**config.mk**
```make
export PLATFORM = sky130hd
export DESIGN_NAME = uart_write_arbiter_n
export DESIGN_NICKNAME = d
export VERILOG_FILES = /design/src/rtl/uart_write_arbiter_n_pkg.sv /design/src/rtl/uart_rr_pick.sv /design/src/rtl/uart_write_arbiter_n.sv
export SDC_FILE = /design/constraint.sdc
export NUM_CORES = 1
export LEC_CHECK = 0
export CORE_ASPECT_RATIO = 1.1
export CORE_MARGIN = 5
export CORE_UTILIZATION = 50
export CTS_BUF_LIST = sky130_fd_sc_hd__clkbuf_8
export DETAILED_ROUTE_END_ITERATION = 7
export PLACE_DENSITY = 0.81
export SYNTH_ARGS = -nofsm -noshare
export SYNTH_HDL_FRONTEND = slang
export SYNTH_HIERARCHICAL = 1
export SYNTH_SLANG_ARGS = --single-unit
```
**constraint.sdc**
```tcl
create_clock -name Clk -period 1.89 [get_ports Clk]
set_input_delay 0.378 -clock Clk [delete_from_list [all_inputs] [get_ports Clk]]
set_output_delay 0.378 -clock Clk [all_outputs]
set_load 0.01 [all_outputs]
```
**src/rtl/uart_write_arbiter_n_pkg.sv**
```systemverilog
// Shared constants for the UART write arbiter: arbitration modes and default word width.
package uart_write_arbiter_n_pkg;

   localparam int unsigned ARB_STATIC = 0;
   localparam int unsigned ARB_RR     = 1;
   localparam int unsigned UART_DW    = 32;

   // Out-of-range static selections fall back to channel 0.
   function automatic int unsigned clamp_sel(input int unsigned sel, input int unsigned nch);
      return (sel < nch) ? sel : 0;
   endfunction

endpackage

```
**src/rtl/uart_rr_pick.sv**
```systemverilog
// Rotating-priority picker: first set request strictly after ptr, wrapping modulo NCH.
module uart_rr_pick #(
   parameter int unsigned NCH = 4,
   parameter int unsigned PW  = $clog2(NCH)
) (
   input  logic [NCH-1:0] req,
   input  logic [PW-1:0]  ptr,
   output logic [PW-1:0]  gnt_idx,
   output logic           gnt_vld
);

   // Walk from farthest to nearest so the nearest requester overrides.
   always_comb begin
      gnt_idx = '0;
      gnt_vld = 1'b0;
      for (int k = int'(NCH); k >= 1; k--) begin
         if (req[(32'(ptr) + 32'(k)) % NCH]) begin
            gnt_idx = PW'((32'(ptr) + 32'(k)) % NCH);
            gnt_vld = 1'b1;
         end
      end
   end

endmodule

```
**src/rtl/uart_write_arbiter_n.sv**
```systemverilog
// N-channel arbiter merging producer words into the UART TX FIFO write port,
// with one-word holding register per channel, static or round-robin grant.
module uart_write_arbiter_n
   import uart_write_arbiter_n_pkg::*;
#(
   parameter int unsigned NCH  = 4,
   parameter int unsigned DW   = UART_DW,
   parameter int unsigned MODE = ARB_STATIC,
   parameter int unsigned SELW = $clog2(NCH)
) (
   input  logic              Clk,
   input  logic              Rst,
   input  logic [SELW-1:0]   ApplyUART,
   input  logic [NCH*DW-1:0] ChWrite,
   input  logic [NCH-1:0]    ChWreq,
   output logic [NCH-1:0]    ChBusy,
   input  logic              UARTFull,
   output logic [DW-1:0]     UARTWrite,
   output logic              UARTWreq,
   output logic [NCH-1:0]    Overflow,
   input  logic              ClrOvf
);

   logic [DW-1:0]   hold_q [NCH];
   logic [DW-1:0]   hold_d [NCH];
   logic [NCH-1:0]  valid_q, valid_d;
   logic [NCH-1:0]  ovf_q, ovf_d;
   logic [SELW-1:0] ptr_q, ptr_d;
   logic [DW-1:0]   wdata_q, wdata_d;
   logic            wreq_q, wreq_d;

   logic [SELW-1:0] sel_c, pick_idx_c, gnt_c;
   logic            pick_vld_c, issue_c;

   uart_rr_pick #(
      .NCH (NCH),
      .PW  (SELW)
   ) u_pick (
      .req     (valid_q),
      .ptr     (ptr_q),
      .gnt_idx (pick_idx_c),
      .gnt_vld (pick_vld_c)
   );

   // Grant selection; issue is gated by downstream back-pressure.
   always_comb begin
      sel_c   = SELW'(clamp_sel(32'(ApplyUART), NCH));
      gnt_c   = (MODE == ARB_RR) ? pick_idx_c : sel_c;
      issue_c = !UARTFull && ((MODE == ARB_RR) ? pick_vld_c : valid_q[sel_c]);
   end

   always_comb begin
      hold_d  = hold_q;
      valid_d = valid_q;
      ovf_d   = ClrOvf ? '0 : ovf_q;
      ptr_d   = ptr_q;
      wdata_d = wdata_q;
      wreq_d  = 1'b0;

      if (issue_c) begin
         wdata_d        = hold_q[gnt_c];
         wreq_d         = 1'b1;
         valid_d[gnt_c] = 1'b0;
         ptr_d          = gnt_c;
      end

      // A slot freed by this cycle's issue can accept a new word; overflow set beats clear.
      for (int i = 0; i < int'(NCH); i++) begin
         if (ChWreq[i]) begin
            if (!valid_q[i] || (issue_c && (gnt_c == SELW'(i)))) begin
               hold_d[i]  = ChWrite[i*DW +: DW];
               valid_d[i] = 1'b1;
            end else begin
               ovf_d[i] = 1'b1;
            end
         end
      end
   end

   always_ff @(posedge Clk) begin
      if (Rst) begin
         hold_q  <= '{default: '0};
         valid_q <= '0;
         ovf_q   <= '0;
         ptr_q   <= SELW'(NCH - 1);
         wdata_q <= '0;
         wreq_q  <= 1'b0;
      end else begin
         hold_q  <= hold_d;
         valid_q <= valid_d;
         ovf_q   <= ovf_d;
         ptr_q   <= ptr_d;
         wdata_q <= wdata_d;
         wreq_q  <= wreq_d;
      end
   end

   assign ChBusy    = valid_q;
   assign Overflow  = ovf_q;
   assign UARTWrite = wdata_q;
   assign UARTWreq  = wreq_q;

endmodule

```
## Word level (Yosys, flattened, before mapping)

Index checks and enable logic that the tools add are counted.

| storage, ports and cells | value |
|---|---|
| register bits | 169 |
| input port bits | 138 |
| output and inout bits | 41 |
| word-level logic and storage cells | 63 |

| cells by class | value |
|---|---|
| $lt $le $gt $ge | 3 |
| eq/ne operators | 3 |
| muxes and demuxes | 26 |
| bitwise operators | 3 |
| reduce and logical (&&, ||, !) cells | 20 |

Operator list:

| kind | count |
|---|---|
| $bmux W32 S2 | 1 |
| $mux W32 | 2 |
| $mux W1 | 19 |
| $mux W4 | 2 |
| $reduce_and A2 Y1 | 4 |
| $logic_and A1 B1 Y1 | 6 |
| $logic_not A1 Y1 | 5 |
| $and A4 B4 Y4 | 1 |
| $eq A2 B2 Y1 const B | 2 |
| $logic_or A1 B1 Y1 | 4 |
| $not A4 Y4 | 1 |
| $ge A3 B3 Y1 const B | 1 |
| $lt A2 B3 Y1 const B | 1 |
| $not A2 Y3 | 1 |
| $bmux W1 S2 | 1 |
| $demux W1 S2 | 1 |
| $eq A2 B1 Y1 const B | 1 |
| $ge A2 B1 Y1 const B | 1 |
| $logic_not A2 Y1 | 1 |

## Depth between registers and ports, before layout

Gate-level depths: netlist of run 1.

| depth | value |
|---|---|
| word-level depth | 9 |
| mapped depth | 6 |
| depth with buffers taken out | 4 |

## Least setup slack after synthesis of run 1

OpenSTA, ideal clock, no wires.

| path | value |
|---|---|
| path type | input-to-reg |
| start point | input port ApplyUART[0] |
| end point | register wdata_q[10] (netlist: UARTWrite[10]) |
| library setup time | 0.128 ns |
| data arrival time | 1.485 ns |
| data required time | 1.762 ns |
| path slack | 0.278 ns |
| cell stages on the path | 6 |
| path buffers | 2 |
| path through | buf_4 or2_1 o22ai_4 buf_6 mux2i_1 nor2_1 |

| between the ends | value |
|---|---|
| cells in the longest elaborated chain, start to end | 4 |
| elaborated cells between the ends (all ways) | 7 |
| classes of those cells | mux (5); bitwise (1); reduce/logical (1) |

RTL lines:

| what | line | RTL |
|---|---|---|
| from (decl) | uart_write_arbiter_n.sv:13 | `input logic [SELW-1:0] ApplyUART,` |
| $not A2 Y3 (implied by the code) | uart_write_arbiter_n.sv:61 | `wdata_d = hold_q[gnt_c];` |
| $bmux W32 S2 | uart_write_arbiter_n.sv:61 |  |
| $mux W32 (implied by the code) (2 in series) | uart_write_arbiter_n.sv:61 |  |
| to (signal assigned) | uart_write_arbiter_n.sv:93 | `wdata_q <= wdata_d;` |
| to (decl) | uart_write_arbiter_n.sv:29 | `logic [DW-1:0] wdata_q, wdata_d;` |

Several ways; a longest one is shown, not always the timed one. The select of a mux whose other input is x is not followed.
A chain may end at the register's enable or synchronous reset.

## Worst setup path in the final report of run 1

| path | value |
|---|---|
| start point | register valid_q[2] (netlist: ChBusy[2]) |
| end point | output port ChBusy[2] |

RTL lines:

| what | line | RTL |
|---|---|---|
| from (decl) | uart_write_arbiter_n.sv:26 | `logic [NCH-1:0] valid_q, valid_d;` |
| from (signal assigned) | uart_write_arbiter_n.sv:90 | `valid_q <= valid_d;` |
| to (decl) | uart_write_arbiter_n.sv:16 | `output logic [NCH-1:0] ChBusy,` |

No word-level cell between the ends.

==> summary.md, run 1 <==
| Metric | Value |
|---|---|
| Outcome | complete, no violations |
| Maximum clock rate | 546 MHz |
| RR Startpoint | ChBusy[2] |
| Pins Over Slew Limit | 0 |
| H-tree depth | 4 |
| GR Layer Usage met3 | 0.0559 |
| DIE HEIGHT | 132 um |
| Met2 Usage GRT | 0.423 |
| Fin util | 0.699 |
| Syn Inst Count | 739 |
| Pwr Density | approximately 840 mW/mm^2 |
| Flop2flop setup slack | about 0.46 ns |
| Vias in the first global route | 5951 |
| Cell family with most CP delay | buffers and inverters |
| Syn Std Cell Area | 0.00672 sq mm |
| CP endpoint kind | primary output |
| FF-to-FF path depth | 5 |
| Hold_sp | Rst |
| CTS tree | yes |
| Reg2reg end | UARTWrite[9] |
| Die ar. | 0.0159 sq mm |
| Worst-margin pin slew | 0.321 ns |
| Area grow syn2layout | 37.5% |
| Die X | around 120 um |
| Final ANT Viol Nets | 0 |
| Final setup TNS | 0 ns |
| Share of the yosys chip area belonging to registers | 0.503 |
| DRC | 0 |
| Layout cell share with drive strength beyond 1 | 0.113 |
| Yosys reg bits | between 150 and 200 |
| Leakage | approximately 3.4 nW |
| Sink Count | 169 |
| Post-synth net total | 877 |
| Cell count after placement | 1048 |
| CP max stage delay | 0.57 ns |
| Final Setup Violations | 0 |
| Core Area | between 0.01 and 0.015 sq mm |
| Total grt overflow | 0 |
| DRT iter0 DRCs | 413 |
| Port bufs | 178 |
| Clock latency on the worst-skew pair | 0.47 ns |
| Max-slew headroom | 0.780 |
| CP arrival | 1.45 ns |
| DR vias | 5845 |
| Pre-Repair DR Iteration Count | 5 |
| Crit start category | flip-flop |
| Hold_buf cts | 0 |
| Max VDD drop | 0.444 mV |
| Crit path buf inv count | 1 |
| Post-DP HPWL | 12900 um |
| Max-cap violations | 0 |
| Syn. warnings | 6 |
| Nets | 1044 |
| Clock-pin transition on the worst setup and hold timing paths | ~0.10 ns |
| Hold-critical path endpoint | hold_q[120] |
| Cell Count, Final, Fillers Out | 1081 |
| Critical Path, Cell by Cell | clkdlybuf4s50_1 |
| Crit Path Category | flip-flop to primary output |
| Period utilisation layout | 0.969 |
| GR Layer Usage met1 | 0.287 |
| Routed WL per cell | between 15 and 20 um |
| Worst Skew | 0.0155 ns |
| Critical Path Fanout Max | 6 |
| Initial core utilization | 0.509 |
| Worst hold path class | input port to flip-flop |
| Initial antenna violation count | 1 |
| RSZ-0062 raised after global routing | no |
| Hold slack | 0.360 ns |
| Hold path depth | 3 |
| GRT Total Usage | 0.242 |
| Slowest-stage cell, CP | clkdlybuf4s50_1 |
| CTS Buf Count | 17 |
| Global route hottest layer | met2 |
| WP data required | around 1.5 ns |
| Root Buffer | clkbuf_8 |
| Syn_area_per_cell | 9.10 sq um |
| Vias per inst | ~5.4 |
| I/O Pins | 179 |
| Detailed Route WL | roughly 19000 um |
| GPL Wtd Cong | 0.818 |
| Crit path time final | 1.83 ns |
| Synth unique cells | 24 |
| Largest net degree at the start of global routing | 75 |
| Rows | 44 |
| CTS Buffer Depth | 2 |
| Final hold violations | 0 |
| First-pass GRT wire length | 30200 um |
[per-stage QoR]
| step | instance area [sq um] | worst slack, ns | power (mW) |
|---|---|---|---|
| 2_1_floorplan | 6720 | 0.278 | 4.49 |
| 3_3_place_gp | 8810 | -0.106 | 5.07 |
| 3_5_place_dp | 8810 | -0.166 | 5.10 |
| 4_1_cts | 9240 | 0.0349 | 7.78 |
| 5_1_grt | 9240 | 0.00588 | 8.05 |
| 6_report | 9240 | 0.0587 | 7.75 |
[placed cells by master, fill, tap and decap left out, types with 2 or more instances in the layout]
master,instances
inv_8,2
clkinv_4,3
a21bo_2,3
buf_4,9
nor2_1,41
clkbuf_8,17
dfxtp_1,166
mux2i_1,34
inv_6,3
a21boi_4,3
mux4_2,32
inv_1,2
dfxtp_2,2
nand2b_1,2
buf_2,2
a21oi_1,131
bufinv_16,3
nand2_1,256
clkdlybuf4s50_1,175
or3b_4,2
a32oi_1,3
clkinvlp_4,3
buf_12,17
[worst max path at each step]
| stage | start | to | slack [ns] | cells past startpoint |
|---|---|---|---|---|
| floorplan | ApplyUART[0] | UARTWrite[10] | 0.28 | 6 |
| global placement | UARTFull | hold_q[48] | -0.11 | 6 |
| detailed placement | UARTFull | hold_q[84] | -0.17 | 6 |
| CTS | ChBusy[3] | ChBusy[3] | 0.03 | 1 |
| global route | ChBusy[3] | ChBusy[3] | 0.006 | 1 |
| finish | ChBusy[2] | ChBusy[2] | 0.06 | 1 |
[power breakdown]
group	total [mW]	switching, mW	leakage (nW)	internal (mW)
logic	1.17	0.524	1.83	0.647
clock network	2.73	1.39	0.208	1.34
registers	3.85	0.102	1.39	3.75
total	7.75	2.02	3.43	5.73
[cells in the mapped netlist]
cell	count	area (sq um)
nor2b_1	2	12.5
a21boi_4	2	37.5
inv_1	1	3.75
a21oi_1	131	656
dfxtp_1	169	3380
nor2_1	41	154
mux4_2	32	721
nand2_1	256	961
buf_6	10	113
nand3b_1	1	7.51
or3b_4	2	22.5
a32oi_1	3	26.3
a22oi_1	1	7.51
mux2i_1	34	340
clkbuf_1	28	105
or2_1	1	6.26
o22ai_4	1	20.0
o31a_1	1	8.76
a21bo_2	3	30.0
a21boi_1	1	7.51
buf_2	15	75.1
nand2b_1	2	12.5
buf_4	1	7.51
buf_1	1	3.75
[flip-flops by register name, summed over array words and instances (netlist names)]
register / cells
UARTWrite: 32
ChBusy: 4
Overflow: 4
hold_q: 128
UARTWreq: 1
[worst reg2reg max path, cell delays in order (launching register included)]
cell and delay [ns]:
dfxtp_2 0.41, mux2i_1 0.15, o22ai_4 0.24, buf_12 0.22, mux2i_1 0.22, nor2_1 0.06
[final cells by class]
class	count	area, sq um
Antenna cell	1	2.50
Multi-Input combinational cell	514	3050
Clock buffer	17	234
Fill cell	1046	3970
Sequential cell	169	3390
Timing Repair Buffer	203	2170
Tap cell	161	201
Inverter	1	3.75
Clock inverter	15	191
[what timing repair did]
action / in CTS / in global routing
buffers inserted: 0 / 0
resized for setup: 3 / 1
endpoints found under the setup margin: 3 / 1
[cells by family after synthesis]
| family | after synthesis | share of synthesized area |
|---|---|---|
| AO/OA/AOI/OAI | 143 | 0.118 |
| buffers and inverters | 56 | 0.0458 |
| flip-flops | 169 | 0.503 |
| multiplexers | 66 | 0.158 |
| AND/OR/NAND/NOR | 305 | 0.175 |
[routing by layer]
metal	part of all wire	wire length, um
met1	0.39	7370
met2	0.52	9760
met3	0.067	1270
met4	0.024	459
met5	0	0
Power figures use the tool's default switching activity.
==> run 2, diff against run 1 <==
Settings changed: PLACE_DENSITY 0.81 to 0.9.
==> run 2 against run 1 <==
  * Combinational power about the same
  * Global-route usage up 0.32 points
  * Via count up 2.6%
  * Cell count about the same
  * Critical path depth unchanged
  * First-iteration DRC count up 3.4%
  * Count of clock-buffer cells in the layout unchanged
  * Clock skew down 0.0025 ns
  * Clock power down 7%
  * Sequential share of layout area down 0.087 points
  * Largest power group unchanged
==> summary.md, run 2 (synthesized netlist as in run 1, its figures left out) <==
| Metric | Value |
|---|---|
| CP max stage delay | 0.56 ns (about the same) |
| Post-DP HPWL | 13600 um (+5.6%) |
| Crit path time final | 1.82 ns (-0.0130 ns) |
| Leakage | 3.46 nW (+1.0%) |
| DRT iter0 DRCs | 427 (+3.4%) |
| Pins Over Slew Limit | 0 (unchanged) |
| Flop2flop setup slack | 0.47 ns (about the same) |
| Max reg flops | 128 (unchanged) |
| GPL Wtd Cong | 0.823 (+0.70%) |
| Pre-Repair DR Iteration Count | 5 (unchanged) |
| First-pass GRT wire length | 30600 um (+1.4%) |
| Slowest-stage cell, CP | clkdlybuf4s50_1 |
| Final instance area | 0.00926 sq mm (+0.16%) |
| Setup Fix Bufs, Post-CTS | 0 (unchanged) |
| Detailed Route WL | 19300 um (+2.6%) |
| Total grt overflow | 0 (unchanged) |
| Hold-critical path endpoint | UARTWrite[19] |
| CTS Buf Count | 17 (unchanged) |
| # fillers | 966 (-7.6%) |
| Sink Count | 169 (unchanged) |
| Rows | 44 (unchanged) |
| Most frequent cells in the layout | nand2_1, clkdlybuf4s50_1, dfxtp_1 |
| Largest net degree at the start of global routing | 72 (-4.0%) |
| Pwr Density | 818 mW/mm^2 (-2.4%) |
| Fin util | 0.701 (+0.00114) |
| Max-cap violations | 0 (unchanged) |
| Max-slew headroom | 0.798 (+0.0182) |
| DRC | 0 (unchanged) |
| H-tree depth | 4 (unchanged) |
| Clock-pin transition on the worst setup and hold timing paths | 0.09 ns (about the same) |
| Initial antenna violation count | 0 (-1) |
| Placement Setup Slack | -0.165 ns (+0.000940 ns) |
| Initial core utilization | 0.509 (unchanged) |
| Largest Register | hold_q |
| Nets | 1046 (+0.19%) |
| Max VDD drop | 0.595 mV (+34%) |
| CP arrival | 1.44 ns (about the same) |
| RR Startpoint | ChBusy[2] |
| FF+latch area | 0.00339 sq mm (about the same) |
| Outcome | complete, no violations |
| Critical Path Fanout Max | 6 (unchanged) |
| Final Setup Violations | 0 (unchanged) |
| Leading cell type in the layout, fill and taps excluded | nand2_1 |
| Cell family with most CP delay | buffers and inverters |
| Final hold violations | 0 (unchanged) |
| Routed WL per cell | 17.9 um (+2.5%) |
| GRT Total Usage | 0.245 (+0.00322) |
| Critical Path, Cell by Cell | clkdlybuf4s50_1 |
| CTS Buffer Depth | 2 (unchanged) |
| Core Area | 0.0132 sq mm (unchanged) |
| Root Buffer | clkbuf_8 |
| Hold_buf cts | 0 (unchanged) |
| Crit Path Category | flip-flop to primary output |
| Hold path depth | 2 (-1) |
| I/O Pins | 179 (unchanged) |
| Crit path buf inv count | 1 (unchanged) |
| Die X | 121 um (unchanged) |
| Worst hold path class | input port to flip-flop |
| Power Total | 7.58 mW (-2.2%) |
| FF-to-FF path depth | 5 (unchanged) |
| Placed cell area | 0.00886 sq mm (+0.60%) |
| Layout cell share with drive strength beyond 1 | 0.116 (+0.00301) |
| Cell Count, Final, Fillers Out | 1082 (+0.093%) |
| Worst-margin pin slew | 0.294 ns (-0.0266 ns) |
| Vias in the first global route | 6151 (+3.4%) |
| Die ar. | 0.0159 sq mm (unchanged) |
| DIE HEIGHT | 132 um (unchanged) |
| WP data required | 1.51 ns (about the same) |
| Clock latency on the worst-skew pair | 0.47 ns (about the same) |
| Reg2reg end | UARTWrite[24] |
| DR vias | 5995 (+2.6%) |
| RSZ-0062 raised after global routing | no |
| Port bufs | 178 (unchanged) |
| Period utilisation layout | 0.962 (-0.00687) |
| CTS tree | yes |
| Crit start category | flip-flop |
| Final ANT Viol Nets | 0 (unchanged) |
| Area grow syn2layout | 37.7% |
| Cell count after placement | 1050 (+0.19%) |
| Antenna cells | 0 (-1) |
| Hold_sp | Rst |
| Vias per inst | 5.54 (+2.5%) |
| Fin worst setup slack | 0.0717 ns (+0.0130 ns) |
| Worst Skew | 0.0129 ns (-0.00251 ns) |
| Maximum clock rate | 550 MHz (+0.71%) |
| CP endpoint kind | primary output |
| Footprint of the multi-input gates | 0.00305 sq mm (unchanged) |
## run 2: cell types whose count changed in the layout (fill, tap and decap cells not counted), moves of 2 or more
cell / delta
inv_6: +3
clkdlybuf4s50_1: -2
buf_12: +3
dlymetal6s2s_1: +2
bufinv_16: -2
## run 2: metrics by stage
stage          setup TNS (ns)  hold slack, ns
5_1_grt                     0           0.247
3_5_place_dp           -13.34           0.444
3_3_place_gp            -8.42           0.438
2_1_floorplan               0           0.433
6_report                    0           0.260
4_1_cts                     0           0.234
## run 2: worst max-delay path by stage
stage | to | start | slack (ns) | cells after the start
global placement | hold_q[80] | UARTFull | -0.1 | 6
finish | ChBusy[2] | ChBusy[2] | 0.07 | 1
detailed placement | hold_q[70] | UARTFull | -0.16 | 6
floorplan | UARTWrite[10] | ApplyUART[0] | 0.28 | 6
global route | ChBusy[2] | ChBusy[2] | 0.02 | 1
CTS | ChBusy[3] | ChBusy[3] | 0.03 | 1
## run 2: area by class of cell
class | instances | area share
flip-flops and latches | 169 | 0.366
multi-input cells | 514 | 0.329
repair buffers | 205 | 0.241
clock buffers | 17 | 0.0253
well taps | 161 | 0.0218
clock inverters | 15 | 0.0166
inverters | 1 | 0.000406
## run 2: layer usage
| layer | vias to the layer above | wire length (um) | track usage |
|---|---|---|---|
| li1 | 2820 | - | - |
| met5 | - | 0 | 0 |
| met1 | 2866 | 7490 | 0.294 |
| met2 | 254 | 9790 | 0.409 |
| met4 | 0 | 673 | 0.125 |
| met3 | 55 | 1390 | 0.0567 |
## run 2: power by group
part           internal (mW)  switching, mW
sequential              3.75          0.102
clock                   1.09           1.43
combinational          0.661          0.539
## run 2: repair_timing
action                                  4_1_cts  5_1_grt
endpoints found under the setup margin        3        2
pin swaps                                     0        0
gates resized for setup                       3        2
==> run 3, diff against run 2 <==
Settings changed: ABC_AREA set to 1, CORE_UTILIZATION 50 to 51.
==> run 3 against run 2 <==
  * Core utilization down 0.27 points
  * Via count up 30%
  * Synthesized cell count up 44%
  * Critical endpoint is now ChBusy[1]
  * Fmax up 1.7%
  * Global-route usage up 2.6 points
  * Non-clock buffer count up 30
==> summary.md, run 3 <==
| Metric | Value |
|---|---|
| Worst-margin pin slew | 0.444 ns (+0.150 ns) |
| Vias in the first global route | 7351 (+20%) |
| Hold slack | 0.431 ns (+0.171 ns) |
| Clock-pin transition on the worst setup and hold timing paths | 0.08 ns (about the same) |
| Pins Over Slew Limit | 0 (unchanged) |
| Max-cap violations | 0 (unchanged) |
| Most frequent cells in the layout | clkdlybuf4s50_1, dfxtp_1, nor2_1 |
| Period utilisation layout | 0.946 (-0.0157) |
| Post-DP HPWL | 17200 um (+27%) |
| Setup Fix Bufs, Post-CTS | 0 (unchanged) |
| # fillers | 1124 (+16%) |
| CTS Buf Count | 17 (unchanged) |
| Crit Path Category | flip-flop to primary output |
| Layout cell share with drive strength beyond 1 | 0.0793 (-0.0369) |
| Switching part of the total | 0.274 (-0.000339) |
| Leading cell type in the layout, fill and taps excluded | clkdlybuf4s50_1 |
| Synth area leaders | dfxtp_1, o21ai_0, a21oi_1 |
| Cell-internal power | 5.83 mW (+5.9%) |
| CTS Buffer Depth | 2 (unchanged) |
| Syn Inst Count | 1061 (+44%) |
| Max-slew headroom | 0.704 (-0.0943) |
| Slowest-stage cell, CP | clkdlybuf4s50_1 |
| CP arrival | 1.41 ns (-0.03 ns) |
| Root Buffer | clkbuf_8 |
| Sw power | 2.20 mW (+5.8%) |
| Initial core utilization | 0.514 (+0.00549) |
| First-pass GRT wire length | 36900 um (+21%) |
| Top_reg_cell synth | dfxtp_1 |
| Crit path buf inv count | 1 (unchanged) |
| Hold_buf cts | 0 (unchanged) |
| WP data required | 1.51 ns (about the same) |
| CTS tree | yes |
| FF+latch area | 0.00338 sq mm (-0.11%) |
| Synth unique cells | 20 (-17%) |
| Syn_area_per_cell | 6.92 sq um (-24%) |
| Worst hold path class | input port to flip-flop |
| Antenna cells | 0 (unchanged) |
| GPL Wtd Cong | 0.937 (+14%) |
| Max reg flops | 128 (unchanged) |
| Gate power share | 0.192 (+0.034) |
| Detailed Route WL | 23300 um (+21%) |
| Count leader, synth | dfxtp_1 |
| Area grow syn2layout | 35.7% |
| Sink Count | 169 (unchanged) |
| Nets | 1375 (+31%) |
| DRT iter0 DRCs | 916 (+110%) |
| Maximum clock rate | 559 MHz (+1.7%) |
| DIE HEIGHT | 136 um (+3.2%) |
| Core Area | 0.0143 sq mm (+8.0%) |
| Proportion of netlist area held by the largest area contributor | 0.461 (-0.0424) |
| Post-synth net total | 1199 (+37%) |
| Pre-Repair DR Iteration Count | 6 (+1) |
| Crit path time final | 1.79 ns (-0.0297 ns) |
| GRT Total Usage | 0.271 (+0.0261) |
| Final setup TNS | 0 ns (unchanged) |
| Footprint of the multi-input gates | 0.00310 sq mm (+1.6%) |
| Initial antenna violation count | 0 (unchanged) |
| Rows | 46 (+4.5%) |
| Crit start category | flip-flop |
| Largest net degree at the start of global routing | 74 (+2.8%) |
| CP endpoint kind | primary output |
| DRC | 0 (unchanged) |
| H-tree depth | 4 (unchanged) |
| EDFF count, synth | 0 (unchanged) |
| Outcome | complete, no violations |
| Leakage | 4.49 nW (+30%) |
| CP max stage delay | 0.58 ns (+0.02 ns) |
| Share of the yosys chip area belonging to registers | 0.461 (-0.0424) |
| Max VDD drop | 0.582 mV (-2.2%) |
| Vias per inst | 5.43 (-2.0%) |
| Clock latency on the worst-skew pair | 0.46 ns (about the same) |
| Clock share of power | 0.311 (-0.023) |
| Syn. warnings | 6 (unchanged) |
| Port bufs | 178 (unchanged) |
| Critical Path, Cell by Cell | clkdlybuf4s50_1 |
| Flop pwr share | 0.497 (-0.011) |
| Syn Std Cell Area | 0.00734 sq mm (+9.2%) |
| Worst Skew | 0.0105 ns (-0.00243 ns) |
| Commonest cells post-synth | dfxtp_1, nor2_1, nand2_1, o21ai_0, a21oi_1 |
| Area leader, netlist | dfxtp_1 |
| Final hold violations | 0 (unchanged) |
| Die ar. | 0.0169 sq mm (+6.5%) |
| Final Setup Violations | 0 (unchanged) |
| Final ANT Viol Nets | 0 (unchanged) |
| Critical Path Fanout Max | 3 (-3) |
| Total grt overflow | 0 (unchanged) |
| Die X | 124 um (+3.2%) |
| RSZ-0062 raised after global routing | no |
| Cell family with most CP delay | buffers and inverters |
| I/O Pins | 179 (unchanged) |
| Largest Register | hold_q |
| DR vias | 7820 (+30%) |
| FFs w/ async S/R, synth | 0 (unchanged) |
| Fin util | 0.698 (-0.00272) |
| Yosys reg bits | 169 (unchanged) |
| Routed WL per cell | 16.2 um (-9.4%) |
| Pwr Density | 805 mW/mm^2 (-1.6%) |
-- run 3: cell count changes after synthesis, sizes merged, moves of 15 or more --
cell / change
mux4: -32
nand3: +93
nor2: +121
inv: +117
mux2i: -34
buf: +15
nor3: +19
nand2: -95
o21ai: +137
-- run 3: timing repair --
| item | 4_1_cts | 5_1_grt |
|---|---|---|
| endpoints found under the setup margin | 0 | 4 |
| resized for setup | 0 | 4 |
| endpoints found under the hold margin | 0 | 0 |
-- run 3: power by group through the flow --
stage	logic, mW	registers, mW	clock network, mW
2_1_floorplan	0.765	4.05	0
3_3_place_gp	1.47	4.05	0
3_5_place_dp	1.52	4.06	0
4_1_cts	1.53	3.98	2.50
5_1_grt	1.69	4.01	2.66
6_report	1.54	3.99	2.49
-- run 3: logic make-up after synthesis --
family	share of synthesized area
simple gates	0.243
compound gates	0.178
buf+inv	0.118
flops	0.461
-- run 3: through the flow --
step | cells | area, sq um | power, mW | worst slack, ns
2_1_floorplan | 1061 | 7340 | 4.81 | 0.407
3_3_place_gp | 1410 | 9570 | 5.52 | -0.235
3_5_place_dp | 1410 | 9570 | 5.58 | -0.320
4_1_cts | 1440 | 9950 | 8.02 | 0.000979
5_1_grt | 1440 | 9960 | 8.36 | 0.0422
6_report | 1440 | 9960 | 8.02 | 0.101
-- run 3: final cells by class --
cell class / instances / share of cell area
multi-input combinational: 696 / 0.311
clock inverter: 7 / 0.00678
timing repair buffer: 235 / 0.242
sequential: 169 / 0.340
tap: 192 / 0.0241
clock buffer: 23 / 0.0318
inverter: 118 / 0.0450
-- run 3: routing by layer --
metal  part of all wire  global-route usage  vias to the layer above
met3              0.083              0.0613                       58
li1                   -                   -                     3738
met4              0.032               0.104                        0
met5                  0                   0                        -
met2               0.49               0.458                      430
met1               0.40               0.340                     3594
-- run 3: final timing paths --
path                            startpoint          to  slack [ns]  cells past startpoint
worst max-delay path             ChBusy[1]   ChBusy[1]        0.10                      1
worst min-delay path             ChWreq[2]   ChBusy[2]        0.43                      4
worst max register to register   ChBusy[3]  hold_q[12]        0.36                     10
worst min register to register  hold_q[69]  hold_q[69]        0.45                      2
